[src/rtl/ov7670_pkg.sv]
// ov7670_pkg: shared state encoding and bus widths for the OV7670 capture path.
package ov7670_pkg;
  typedef enum logic [1:0] {IDLE, WAIT_VS, CAPTURE, DONE} state_t;
  localparam int PIX_W  = 16;
  localparam int BYTE_W = 8;
endpackage

[src/rtl/ov7670_in_sync.sv]
// ov7670_in_sync: oversamples the camera pins into the system clock and derives edge strobes.
module ov7670_in_sync
  import ov7670_pkg::*;
(
  input  logic              clk_i,
  input  logic              rst_n_i,
  input  logic              pclk_i,
  input  logic              vsync_i,
  input  logic              href_i,
  input  logic [BYTE_W-1:0] data_i,
  output logic              href_o,
  output logic [BYTE_W-1:0] data_o,
  output logic              pclk_rise_o,
  output logic              vs_rise_o,
  output logic              vs_fall_o,
  output logic              href_fall_o
);
  // Bit order {pclk, vsync, href}; data shares the same two-flop latency so it lines up with pclk
  logic [2:0]        m_q, s_q, h_q;
  logic [BYTE_W-1:0] dm_q, ds_q;
  always_ff @(posedge clk_i or negedge rst_n_i) begin
    if (!rst_n_i) begin
      m_q  <= '0;
      s_q  <= '0;
      h_q  <= '0;
      dm_q <= '0;
      ds_q <= '0;
    end else begin
      m_q  <= {pclk_i, vsync_i, href_i};
      s_q  <= m_q;
      h_q  <= s_q;
      dm_q <= data_i;
      ds_q <= dm_q;
    end
  end
  assign href_o      = s_q[0];
  assign data_o      = ds_q;
  assign pclk_rise_o = s_q[2] & ~h_q[2];
  assign vs_rise_o   = s_q[1] & ~h_q[1];
  assign vs_fall_o   = ~s_q[1] & h_q[1];
  assign href_fall_o = ~s_q[0] & h_q[0];
endmodule

[src/rtl/ov7670_capture.sv]
// ov7670_capture: frame-synchronised RGB565 packer writing pixels linearly into a frame buffer.
module ov7670_capture
  import ov7670_pkg::*;
#(
  parameter int H_PIXELS = 320,
  parameter int V_LINES  = 240,
  parameter int ADDR_W   = 17
) (
  input  logic              SYS_CLK,
  input  logic              RST_N,
  input  logic              RUN_EN,
  input  logic              CAM_PCLK,
  input  logic              CAM_VSYNC,
  input  logic              CAM_HREF,
  input  logic [BYTE_W-1:0] CAM_DATA,
  output logic              WR_EN,
  output logic [ADDR_W-1:0] WR_ADDR,
  output logic [PIX_W-1:0]  WR_DATA,
  output logic              WR_FRAME,
  output logic              FRAME_ERR
);
  localparam int COL_W  = $clog2(H_PIXELS + 1);
  localparam int LINE_W = $clog2(V_LINES + 1);
  localparam logic [ADDR_W-1:0] LAST = ADDR_W'(H_PIXELS * V_LINES - 1);
  state_t              state_q;
  logic                phase_q, wr_en_q, wr_frame_q, frame_err_q;
  logic [BYTE_W-1:0]   hi_q;
  logic [COL_W-1:0]    col_q;
  logic [LINE_W-1:0]   line_q;
  logic [ADDR_W-1:0]   base_q, wr_addr_q, addr_d;
  logic [PIX_W-1:0]    wr_data_q;
  logic                href_s, pclk_rise, vs_rise, vs_fall, href_fall;
  logic                pix_ok, last_d, wr_go;
  logic [BYTE_W-1:0]   data_s;
  ov7670_in_sync u_sync (
    .clk_i(SYS_CLK), .rst_n_i(RST_N), .pclk_i(CAM_PCLK), .vsync_i(CAM_VSYNC),
    .href_i(CAM_HREF), .data_i(CAM_DATA), .href_o(href_s), .data_o(data_s),
    .pclk_rise_o(pclk_rise), .vs_rise_o(vs_rise), .vs_fall_o(vs_fall), .href_fall_o(href_fall)
  );
  assign addr_d = base_q + ADDR_W'(col_q);
  assign pix_ok = (col_q < COL_W'(H_PIXELS)) && (line_q < LINE_W'(V_LINES));
  assign last_d = addr_d == LAST;
  // A final pixel coinciding with vs_rise still completes the frame
  assign wr_go  = (state_q == CAPTURE) && RUN_EN && pclk_rise && href_s && phase_q && pix_ok
                  && (last_d || !vs_rise);
  always_ff @(posedge SYS_CLK or negedge RST_N) begin
    if (!RST_N) begin
      state_q     <= IDLE;
      phase_q     <= 1'b0;
      hi_q        <= '0;
      col_q       <= '0;
      line_q      <= '0;
      base_q      <= '0;
      wr_en_q     <= 1'b0;
      wr_addr_q   <= '0;
      wr_data_q   <= '0;
      wr_frame_q  <= 1'b0;
      frame_err_q <= 1'b0;
    end else begin
      wr_en_q     <= wr_go;
      frame_err_q <= 1'b0;
      if (wr_go) begin
        wr_addr_q <= addr_d;
        wr_data_q <= {hi_q, data_s};
      end
      case (state_q)
        IDLE: state_q <= RUN_EN ? WAIT_VS : IDLE;
        WAIT_VS: begin
          state_q <= !RUN_EN ? IDLE : vs_fall ? CAPTURE : WAIT_VS;
          col_q   <= '0;
          line_q  <= '0;
          base_q  <= '0;
          phase_q <= 1'b0;
        end
        CAPTURE: begin
          if (!RUN_EN) state_q <= IDLE;
          else if (wr_go && last_d) state_q <= DONE;
          else if (vs_rise) begin
            frame_err_q <= 1'b1;
            state_q     <= WAIT_VS;
          end else if (pclk_rise && href_s) begin
            phase_q <= ~phase_q;
            if (!phase_q) hi_q <= data_s;
            if (wr_go) col_q <= col_q + 1'b1;
          end else if (href_fall) begin
            if (col_q != '0 && line_q < LINE_W'(V_LINES)) begin
              line_q <= line_q + 1'b1;
              base_q <= base_q + ADDR_W'(H_PIXELS);
            end
            col_q   <= '0;
            phase_q <= 1'b0;
          end
        end
        DONE: begin
          wr_frame_q <= RUN_EN;
          if (!RUN_EN) state_q <= IDLE;
        end
        default: state_q <= IDLE;
      endcase
    end
  end
  assign WR_EN     = wr_en_q;
  assign WR_ADDR   = wr_addr_q;
  assign WR_DATA   = wr_data_q;
  assign WR_FRAME  = wr_frame_q;
  assign FRAME_ERR = frame_err_q;
endmodule

[config.mk]
export PLATFORM = sky130hd
export DESIGN_NAME = ov7670_capture
export DESIGN_NICKNAME = d
export VERILOG_FILES = /design/src/rtl/ov7670_pkg.sv /design/src/rtl/ov7670_in_sync.sv /design/src/rtl/ov7670_capture.sv
export SDC_FILE = /design/constraint.sdc
export NUM_CORES = 1
export LEC_CHECK = 0
export ABC_AREA = 1
export CORE_ASPECT_RATIO = 1.25
export CORE_MARGIN = 5
export CORE_UTILIZATION = 50
export CTS_BUF_LIST = sky130_fd_sc_hd__clkbuf_2
export DETAILED_ROUTE_END_ITERATION = 10
export HOLD_SLACK_MARGIN = 0.02
export PLACE_DENSITY = 0.81
export SYNTH_ARGS = -nofsm -noshare
export SYNTH_HDL_FRONTEND = slang
export SYNTH_SLANG_ARGS = --single-unit
export TNS_END_PERCENT = 20
[constraint.sdc]
create_clock -name SYS_CLK -period 6.15 [get_ports SYS_CLK]
set_input_delay 0.9225 -clock SYS_CLK [delete_from_list [all_inputs] [get_ports SYS_CLK]]
set_output_delay 0.9225 -clock SYS_CLK [all_outputs]
set_load 0.02 [all_outputs]
==> impl_results.md, run 1 <==
- Run status: finished, final reports clean
- GR peak layer: met2
- Met3 Usage GRT: 3.65%
- Reg power frac: 63.7%
- Number of cells produced by synthesis: 547
- Switching share of power: 25.6%
- Category of the critical setup timing path: reg2reg
- Global-route wire length before repair: 16,900 um
- PD cells: 197 nW/um^2
- Type of element capturing the critical path: register
- Critical Path RT: 6.69 ns
- Logic depth of the worst register-to-register path: 13
- Area taken by flip-flops and latches: 2500 um^2
- Boundary Pins: 50
- Initial DRC count: 270
- Non-filler cells, final: 722
- Total Wirelength: 9400 um
- First-pass iteration count of the detailed router: 4
- Max-slew violation count: 0
- Clock tree from TritonCTS: yes
- Global routing met1 resource utilization: 22.1%
- Highest net fanout along the worst path: 42
- Antenna Nets Post-Route: 0
- Post-detailed-route wirelength per cell: 13.0 um
- Number of antenna violations at the first check in global routing: 1
- Reported leakage power: 2.52 nW
- Clock latency reported for the late side of the worst-skew pair: 0.59 ns
- GRT Util Overall: 17.8%
- Port-buffer cells: 49
- Min Tclk post-route: 3.69 ns
- Setup repair after global routing missed its margin: no
- Count of fill cells added during filler insertion: 828
- Max Fclk: 0.271 GHz
- Clock buffer count from CTS: 9
- Share of synthesized area occupied by flip-flops and latches: 53.3%
- Measured slew at the worst slew-check pin: 1.01 ns
- Number of global-route vias before repair: 3,610
- Clock root buffer master: sky130_fd_sc_hd__clkbuf_2
- IR drop worst, VDD: 115 uV
- Most frequent standard cell in the layout excluding fill and tap cells: sky130_fd_sc_hd__nand2_1
- Overflow after GRT: 0
- Area inside the core boundary: 9170 um^2
- Startpoint types: register
- Fraction of final layout cells with drive strength greater than 1: 8.36%
- Cell Rows: 39
- Chip height: 118 um
- Clock Tree Buf Depth: 2
- Worst Hold Class: in2async
- Setup violations, final: 0
- Slew Limit Headroom: 32.4%
- Post-synthesis area per instance: 8.58 um^2
- Fraction of power consumed by the clock network: 30.7%
- Largest net degree at the start of global routing: 80
- Setup tns final: 0 ns
- CTS-repair resized insts: 0
- Residual DRC: 0
- Post-CTS Setup Repair Bufs: 0
- Number of different library cells in the post-synthesis netlist: 33
- DIE AREA: 11,400 um^2
- Clock transition at the registers of the reported paths: 0.25 ns
- Number of cells after detailed placement: 705
- Sink Count: 100
- Post-cts hold buffer count: 0
- Synthesized flop and latch total: 100
- Final Skew: 0.0206 ns
- Area used by multi-input combinational logic: 1910 um^2
- Die W: 96.7 um
- Leading cell types in the layout, fill and taps excluded: sky130_fd_sc_hd__nand2_1 (176), sky130_fd_sc_hd__dfrtp_1 (100), sky130_fd_sc_hd__inv_1 (48), sky130_fd_sc_hd__clkdlybuf4s50_1 (48), sky130_fd_sc_hd__nor2_1 (44)
- Total net switching power: 0.272 mW
- Last weighted congestion value of the routability-driven placer: 0.866
- Met2 demand-to-capacity share in global routing: 29.0%
- CP Data Arrival Time: 4.23 ns
- Starting utilization of the core area: 51.2%
- Fin nets: 619
- Number of synthesis warnings: 0
- Post-synth net total: 573
- Layout area overhead: 14.5%
- Maxcap violations: 0
- Share of power burned in combinational logic: 5.6%
- Clock H-tree levels: 3
- Area of the mapped netlist: 4690 um^2
- Detailed-route via count: 3,653
- HPWL after detailed placement: 6830 um
- Average vias per placed instance: 5.06
- Part of the cycle the worst path needs: 60.0%
- Fin. Hold Viols: 0
- Cell internal pwr: 0.789 mW
==> worst paths after layout <==
kind / startpoint / to / slack [ns]
min: RST_N / u_sync.m_q[1]$_DFF_PN0_ / 0.16
max in group asynchronous: RST_N / u_sync.dm_q[2]$_DFF_PN0_ / 4.77
min reg2reg: u_sync.dm_q[5]$_DFF_PN0_ / u_sync.data_o[5]$_DFF_PN0_ / 0.38
max reg2reg: state_q[0]$_DFFE_PN0P_ / col_q[1]$_DFFE_PN0P_ / 2.46
max: state_q[0]$_DFFE_PN0P_ / col_q[1]$_DFFE_PN0P_ / 2.46
min in group SYS_CLK: u_sync.dm_q[5]$_DFF_PN0_ / u_sync.data_o[5]$_DFF_PN0_ / 0.38
==> critical path: stages, from the launching register on <==
cell                      delay [ns]
sky130_fd_sc_hd__dfrtp_1        0.49
sky130_fd_sc_hd__inv_1          0.11
sky130_fd_sc_hd__ha_1           0.81
sky130_fd_sc_hd__and3_1         0.28
sky130_fd_sc_hd__nand2_1        0.05
sky130_fd_sc_hd__nor2_1         0.13
sky130_fd_sc_hd__nand3_1        0.11
sky130_fd_sc_hd__nor2_2         0.14
sky130_fd_sc_hd__nand3_4        0.13
sky130_fd_sc_hd__nand2_2        0.38
sky130_fd_sc_hd__inv_1          0.57
sky130_fd_sc_hd__nor2_1         0.24
sky130_fd_sc_hd__nand4_1        0.12
sky130_fd_sc_hd__nand2_1        0.08
==> final cells by class <==
| class | instances | area share (%) |
|---|---|---|
| inverters | 49 | 3.42 |
| clock buffers | 9 | 0.838 |
| repair buffers | 51 | 9.36 |
| well taps | 123 | 2.86 |
| flip-flops and latches | 100 | 46.6 |
| clock inverters | 7 | 1.44 |
| multi-input cells | 382 | 35.5 |
| diodes | 1 | 0.0466 |
==> flip-flops by register name (all words and copies together) (netlist names), 8 cells and up <==
register and flops:
WR_ADDR 17, WR_DATA 16, base_q 11, col_q 9, hi_q 8, line_q 8, u_sync.data_o 8, u_sync.dm_q 8
==> power by group through the flow <==
stage	registers (mW)	logic, mW	clock network (mW)
floorplan	0.688	0.0313	0
global placement	0.687	0.0588	0
detailed placement	0.687	0.0605	0
CTS	0.676	0.0608	0.338
global route	0.678	0.0678	0.364
finish	0.676	0.0591	0.326
==> cells in the mapped netlist <==
library cell	instances	area, um^2
sky130_fd_sc_hd__nand4_2	1	12.5
sky130_fd_sc_hd__xnor2_1	1	8.76
sky130_fd_sc_hd__nand4_1	14	87.6
sky130_fd_sc_hd__a21oi_2	1	8.76
sky130_fd_sc_hd__dfrtp_1	100	2500
sky130_fd_sc_hd__nand3_2	2	20.0
sky130_fd_sc_hd__nand3_1	41	205
sky130_fd_sc_hd__o21ai_1	7	35.0
sky130_fd_sc_hd__ha_1	12	150
sky130_fd_sc_hd__nand2_1	176	661
sky130_fd_sc_hd__xor2_1	7	61.3
sky130_fd_sc_hd__inv_1	48	180
sky130_fd_sc_hd__a31oi_1	5	31.3
sky130_fd_sc_hd__nand2_2	1	6.26
sky130_fd_sc_hd__and3_1	1	6.26
sky130_fd_sc_hd__o21ai_0	34	170
sky130_fd_sc_hd__nand4_4	1	21.3
sky130_fd_sc_hd__nor2_1	44	165
sky130_fd_sc_hd__nand3_4	1	17.5
sky130_fd_sc_hd__clkinv_1	1	3.75
sky130_fd_sc_hd__buf_2	8	40.0
sky130_fd_sc_hd__and2_1	1	6.26
sky130_fd_sc_hd__a21oi_1	4	20.0
sky130_fd_sc_hd__clkbuf_1	3	11.3
sky130_fd_sc_hd__buf_6	4	45.0
sky130_fd_sc_hd__nor2_2	4	25.0
sky130_fd_sc_hd__or2_2	8	50.1
sky130_fd_sc_hd__nor4_1	1	6.26
sky130_fd_sc_hd__nand3b_1	2	15.0
sky130_fd_sc_hd__nor3_1	1	5.00
sky130_fd_sc_hd__nand2_4	2	22.5
sky130_fd_sc_hd__clkbuf_2	1	5.00
sky130_fd_sc_hd__o21ai_2	10	87.6
==> routing by layer <==
| metal | routed length [um] | up-vias |
|---|---|---|
| li1 | - | 1846 |
| met3 | 346 | 24 |
| met4 | 339 | 0 |
| met5 | 0 | - |
| met1 | 4010 | 1713 |
| met2 | 4710 | 70 |
==> through the flow <==
step	setup WS, ns	hold WS (ns)	utilization [%]	power, mW	instance area (um^2)
floorplan	3.94	0.331	-	0.719	4690
global placement	2.48	0.333	57.2	0.745	5250
detailed placement	2.38	0.335	57.2	0.748	5250
CTS	2.40	0.119	58.6	1.07	5370
global route	1.97	0.119	58.6	1.11	5370
finish	2.46	0.164	58.6	1.06	5370
==> logic make-up after synthesis <==
kind of cell               share of synthesized area (%)
AOI/OAI and AO/OA                                   7.52
and+or+nand+nor                                     28.4
DFF                                                 53.3
xor gates and xnor gates                            1.49
adders and majority gates                           3.20
buffers and inverters                               6.08
Note: power is estimated with default switching activity, not from simulation.
==> inputs of run 2 (changes only) <==
Settings changed: PLACE_DENSITY 0.81 to 0.84.
Clock period 6.15 ns to 3.3 ns, I/O delays scaled along.
==> run 2 against run 1 <==
Effect of this change: hold slack gained 0.13 ns; largest power group unchanged; via count grew 4.0%; critical path type unchanged; non-clock buffer count grew 5; register-to-register slack lost 1.9 ns; design area grew 0.98%; final cell count grew 0.69%; routed wire length grew 6.4%.
==> impl_results.md, run 2 (same netlist as run 1, synthesis figures left out) <==
- Count of fill cells added during filler insertion: 792 (-4.3%)
- Clock latency reported for the late side of the worst-skew pair: 0.60 ns (about the same)
- Fin nets: 624 (+0.81%)
- Flip-flop count of the largest register after layout: 17 (unchanged)
- Reg-to-Reg End: line_q[2]$_DFFE_PN0P_
- Run status: finished, final reports clean
- CTS-repair resized insts: 0 (unchanged)
- Reg power frac: 63.6% (about the same)
- Share of power burned in combinational logic: 5.9% (+0.3 points)
- Clock buffer count from CTS: 9 (unchanged)
- Final Skew: 0.0235 ns (+0.00291 ns)
- Highest net fanout along the worst path: 38 (-9.5%)
- Overflow after GRT: 0 (unchanged)
- Overall power: 1.98 mW (+87%)
- Min Tclk post-route: 2.76 ns (-0.924 ns)
- Setup violations, final: 0 (unchanged)
- Global-route wire length before repair: 17,900 um (+5.9%)
- Clock tree from TritonCTS: yes
- Number of antenna violations at the first check in global routing: 1 (unchanged)
- Max Fclk: 0.362 GHz (+33%)
- First-pass iteration count of the detailed router: 4 (unchanged)
- Total Wirelength: 10,000 um (+6.4%)
- Maxcap violations: 0 (unchanged)
- Layout area overhead: 15.6%
- Antenna Nets Post-Route: 0 (unchanged)
- Residual DRC: 0 (unchanged)
- Fin. Hold Viols: 0 (unchanged)
- Fraction of power consumed by the clock network: 30.6% (about the same)
- Number of cells traversed by the worst hold path: 1
- Port-buffer cells: 49 (unchanged)
- Startpoint of the tightest hold check path: CAM_DATA[7]
- Average vias per placed instance: 5.22 (+3.3%)
- Clock root buffer master: sky130_fd_sc_hd__clkbuf_2
- DIE AREA: 11,400 um^2 (unchanged)
- Category of the critical setup timing path: reg2reg
- Number of global-route vias before repair: 3,882 (+7.5%)
- Part of the cycle the worst path needs: 83.8% (+24 points)
- CP Data Arrival Time: 3.26 ns (-0.97 ns)
- Max-slew violation count: 0 (unchanged)
- Slew Limit Headroom: 45.3% (+13 points)
- Detailed-route via count: 3,798 (+4.0%)
- Critical Path RT: 3.80 ns (-2.89 ns)
- Chip height: 118 um (unchanged)
- Starting utilization of the core area: 51.2% (unchanged)
- Switching share of power: 25.6% (+0.029 points)
- Reg-to-reg setup timing slack: 0.54 ns (-1.93 ns)
- Total net switching power: 0.508 mW (+87%)
- Die W: 96.7 um (unchanged)
- IR drop worst, VDD: 186 uV (+61%)
- Clock Tree Buf Depth: 2 (unchanged)
- Setup repair after global routing missed its margin: no
- Area inside the core boundary: 9170 um^2 (unchanged)
- Measured slew at the worst slew-check pin: 0.821 ns (-0.193 ns)
- Type of element capturing the critical path: register
- Worst hold path endpoint: u_sync.dm_q[7]$_DFF_PN0_
- Startpoint types: register
- PD cells: 365 nW/um^2 (+85%)
- Worst Hold Class: in2reg
- Boundary Pins: 50 (unchanged)
- Clock H-tree levels: 3 (unchanged)
- Clock transition at the registers of the reported paths: 0.27 ns (+0.02 ns)
- GRT Util Overall: 18.8% (+1.0 points)
- Reported leakage power: 2.54 nW (+0.90%)
- Sink Count: 100 (unchanged)
- Fraction of final layout cells with drive strength greater than 1: 8.96% (+0.59 points)
- Cell internal pwr: 1.47 mW (+87%)
- Total placed instance area: 5290 um^2 (+0.81%)
- Post-detailed-route wirelength per cell: 13.8 um (+5.7%)
- Most frequent standard cell in the layout excluding fill and tap cells: sky130_fd_sc_hd__nand2_1
- Largest net degree at the start of global routing: 64 (-20%)
- Setup tns final: 0 ns (unchanged)
- HPWL after detailed placement: 7430 um (+8.8%)
- Logic depth of the worst register-to-register path: 14 (+1)
- Last weighted congestion value of the routability-driven placer: 0.932 (+7.6%)
- Reg2reg start: col_q[7]$_DFFE_PN0P_
- Initial DRC count: 345 (+28%)
- Cell Rows: 39 (unchanged)
- Leading cell types in the layout, fill and taps excluded: sky130_fd_sc_hd__nand2_1 (176), sky130_fd_sc_hd__dfrtp_1 (100), sky130_fd_sc_hd__inv_1 (48), sky130_fd_sc_hd__clkdlybuf4s50_1 (48), sky130_fd_sc_hd__nor2_1 (44)
- Post-route design area: 5430 um^2 (+0.98%)
[run 2: what timing repair did]
item / 4_1_cts / 5_1_grt
buffers inserted: 0 / 0
hold buffers: 1 / 0
endpoints found under the hold margin: 62 / 0
[run 2: layout make-up]
type                       count  area, um^2  area share, %
multi-input combinational    382        1910           35.1
sequential                   100        2500           46.1
inverter                      49         184           3.39
clock inverter                 6        72.6           1.34
timing repair buffer          56         556           10.2
tap                          123         154           2.84
clock buffer                  10        50.0          0.922
antenna                        1        2.50         0.0461
[run 2: worst max-delay path by stage]
stage	endpoint	depth (start not counted)	from	slack (ns)
floorplan	base_q[15]$_DFFE_PN0P_	15	col_q[8]$_DFFE_PN0P_	1.09
global placement	base_q[16]$_DFFE_PN0P_	12	RUN_EN	0.67
detailed placement	line_q[2]$_DFFE_PN0P_	12	RUN_EN	0.52
CTS	line_q[5]$_DFFE_PN0P_	15	col_q[7]$_DFFE_PN0P_	0.52
global route	line_q[4]$_DFFE_PN0P_	15	col_q[7]$_DFFE_PN0P_	0.28
finish	line_q[2]$_DFFE_PN0P_	14	col_q[7]$_DFFE_PN0P_	0.54
[run 2: power groups by stage]
stage | Combinational, mW | Clock (mW) | Sequential, mW
2_1_floorplan | 0.0583 | 0 | 1.28
3_3_place_gp | 0.113 | 0 | 1.28
3_5_place_dp | 0.117 | 0 | 1.28
4_1_cts | 0.119 | 0.617 | 1.26
5_1_grt | 0.132 | 0.670 | 1.27
6_report | 0.116 | 0.606 | 1.26
[run 2: worst max-delay path, cell delays in order (launching register included)]
cell	delay [ns]
sky130_fd_sc_hd__dfrtp_1	0.48
sky130_fd_sc_hd__ha_1	0.36
sky130_fd_sc_hd__nand2_1	0.13
sky130_fd_sc_hd__nand2_1	0.15
sky130_fd_sc_hd__nand2_1	0.10
sky130_fd_sc_hd__nand2_1	0.06
sky130_fd_sc_hd__nor2_1	0.13
sky130_fd_sc_hd__nor2_2	0.06
sky130_fd_sc_hd__nor2_1	0.27
sky130_fd_sc_hd__nand3_4	0.16
sky130_fd_sc_hd__nand2_4	0.11
sky130_fd_sc_hd__nand2_4	0.07
sky130_fd_sc_hd__nand3_2	0.07
sky130_fd_sc_hd__buf_4	0.36
sky130_fd_sc_hd__o21ai_0	0.16
[run 2: routing by layer]
layer  GRT usage (%)  part of all wire [%]
met1            22.1                    40
met2            33.0                    53
met3            4.07                   4.4
met4            8.34                   2.7
met5               0                     0
[run 2: stage by stage]
stage | hold WS, ns | util (%) | std cells | setup WS (ns)
3_3_place_gp | 0.332 | 57.7 | 709 | 0.668
6_report | 0.292 | 59.2 | 727 | 0.536
2_1_floorplan | 0.199 | - | 547 | 1.09
4_1_cts | 0.266 | 59.1 | 726 | 0.525
3_5_place_dp | 0.336 | 57.7 | 709 | 0.524
5_1_grt | 0.255 | 59.2 | 727 | 0.277
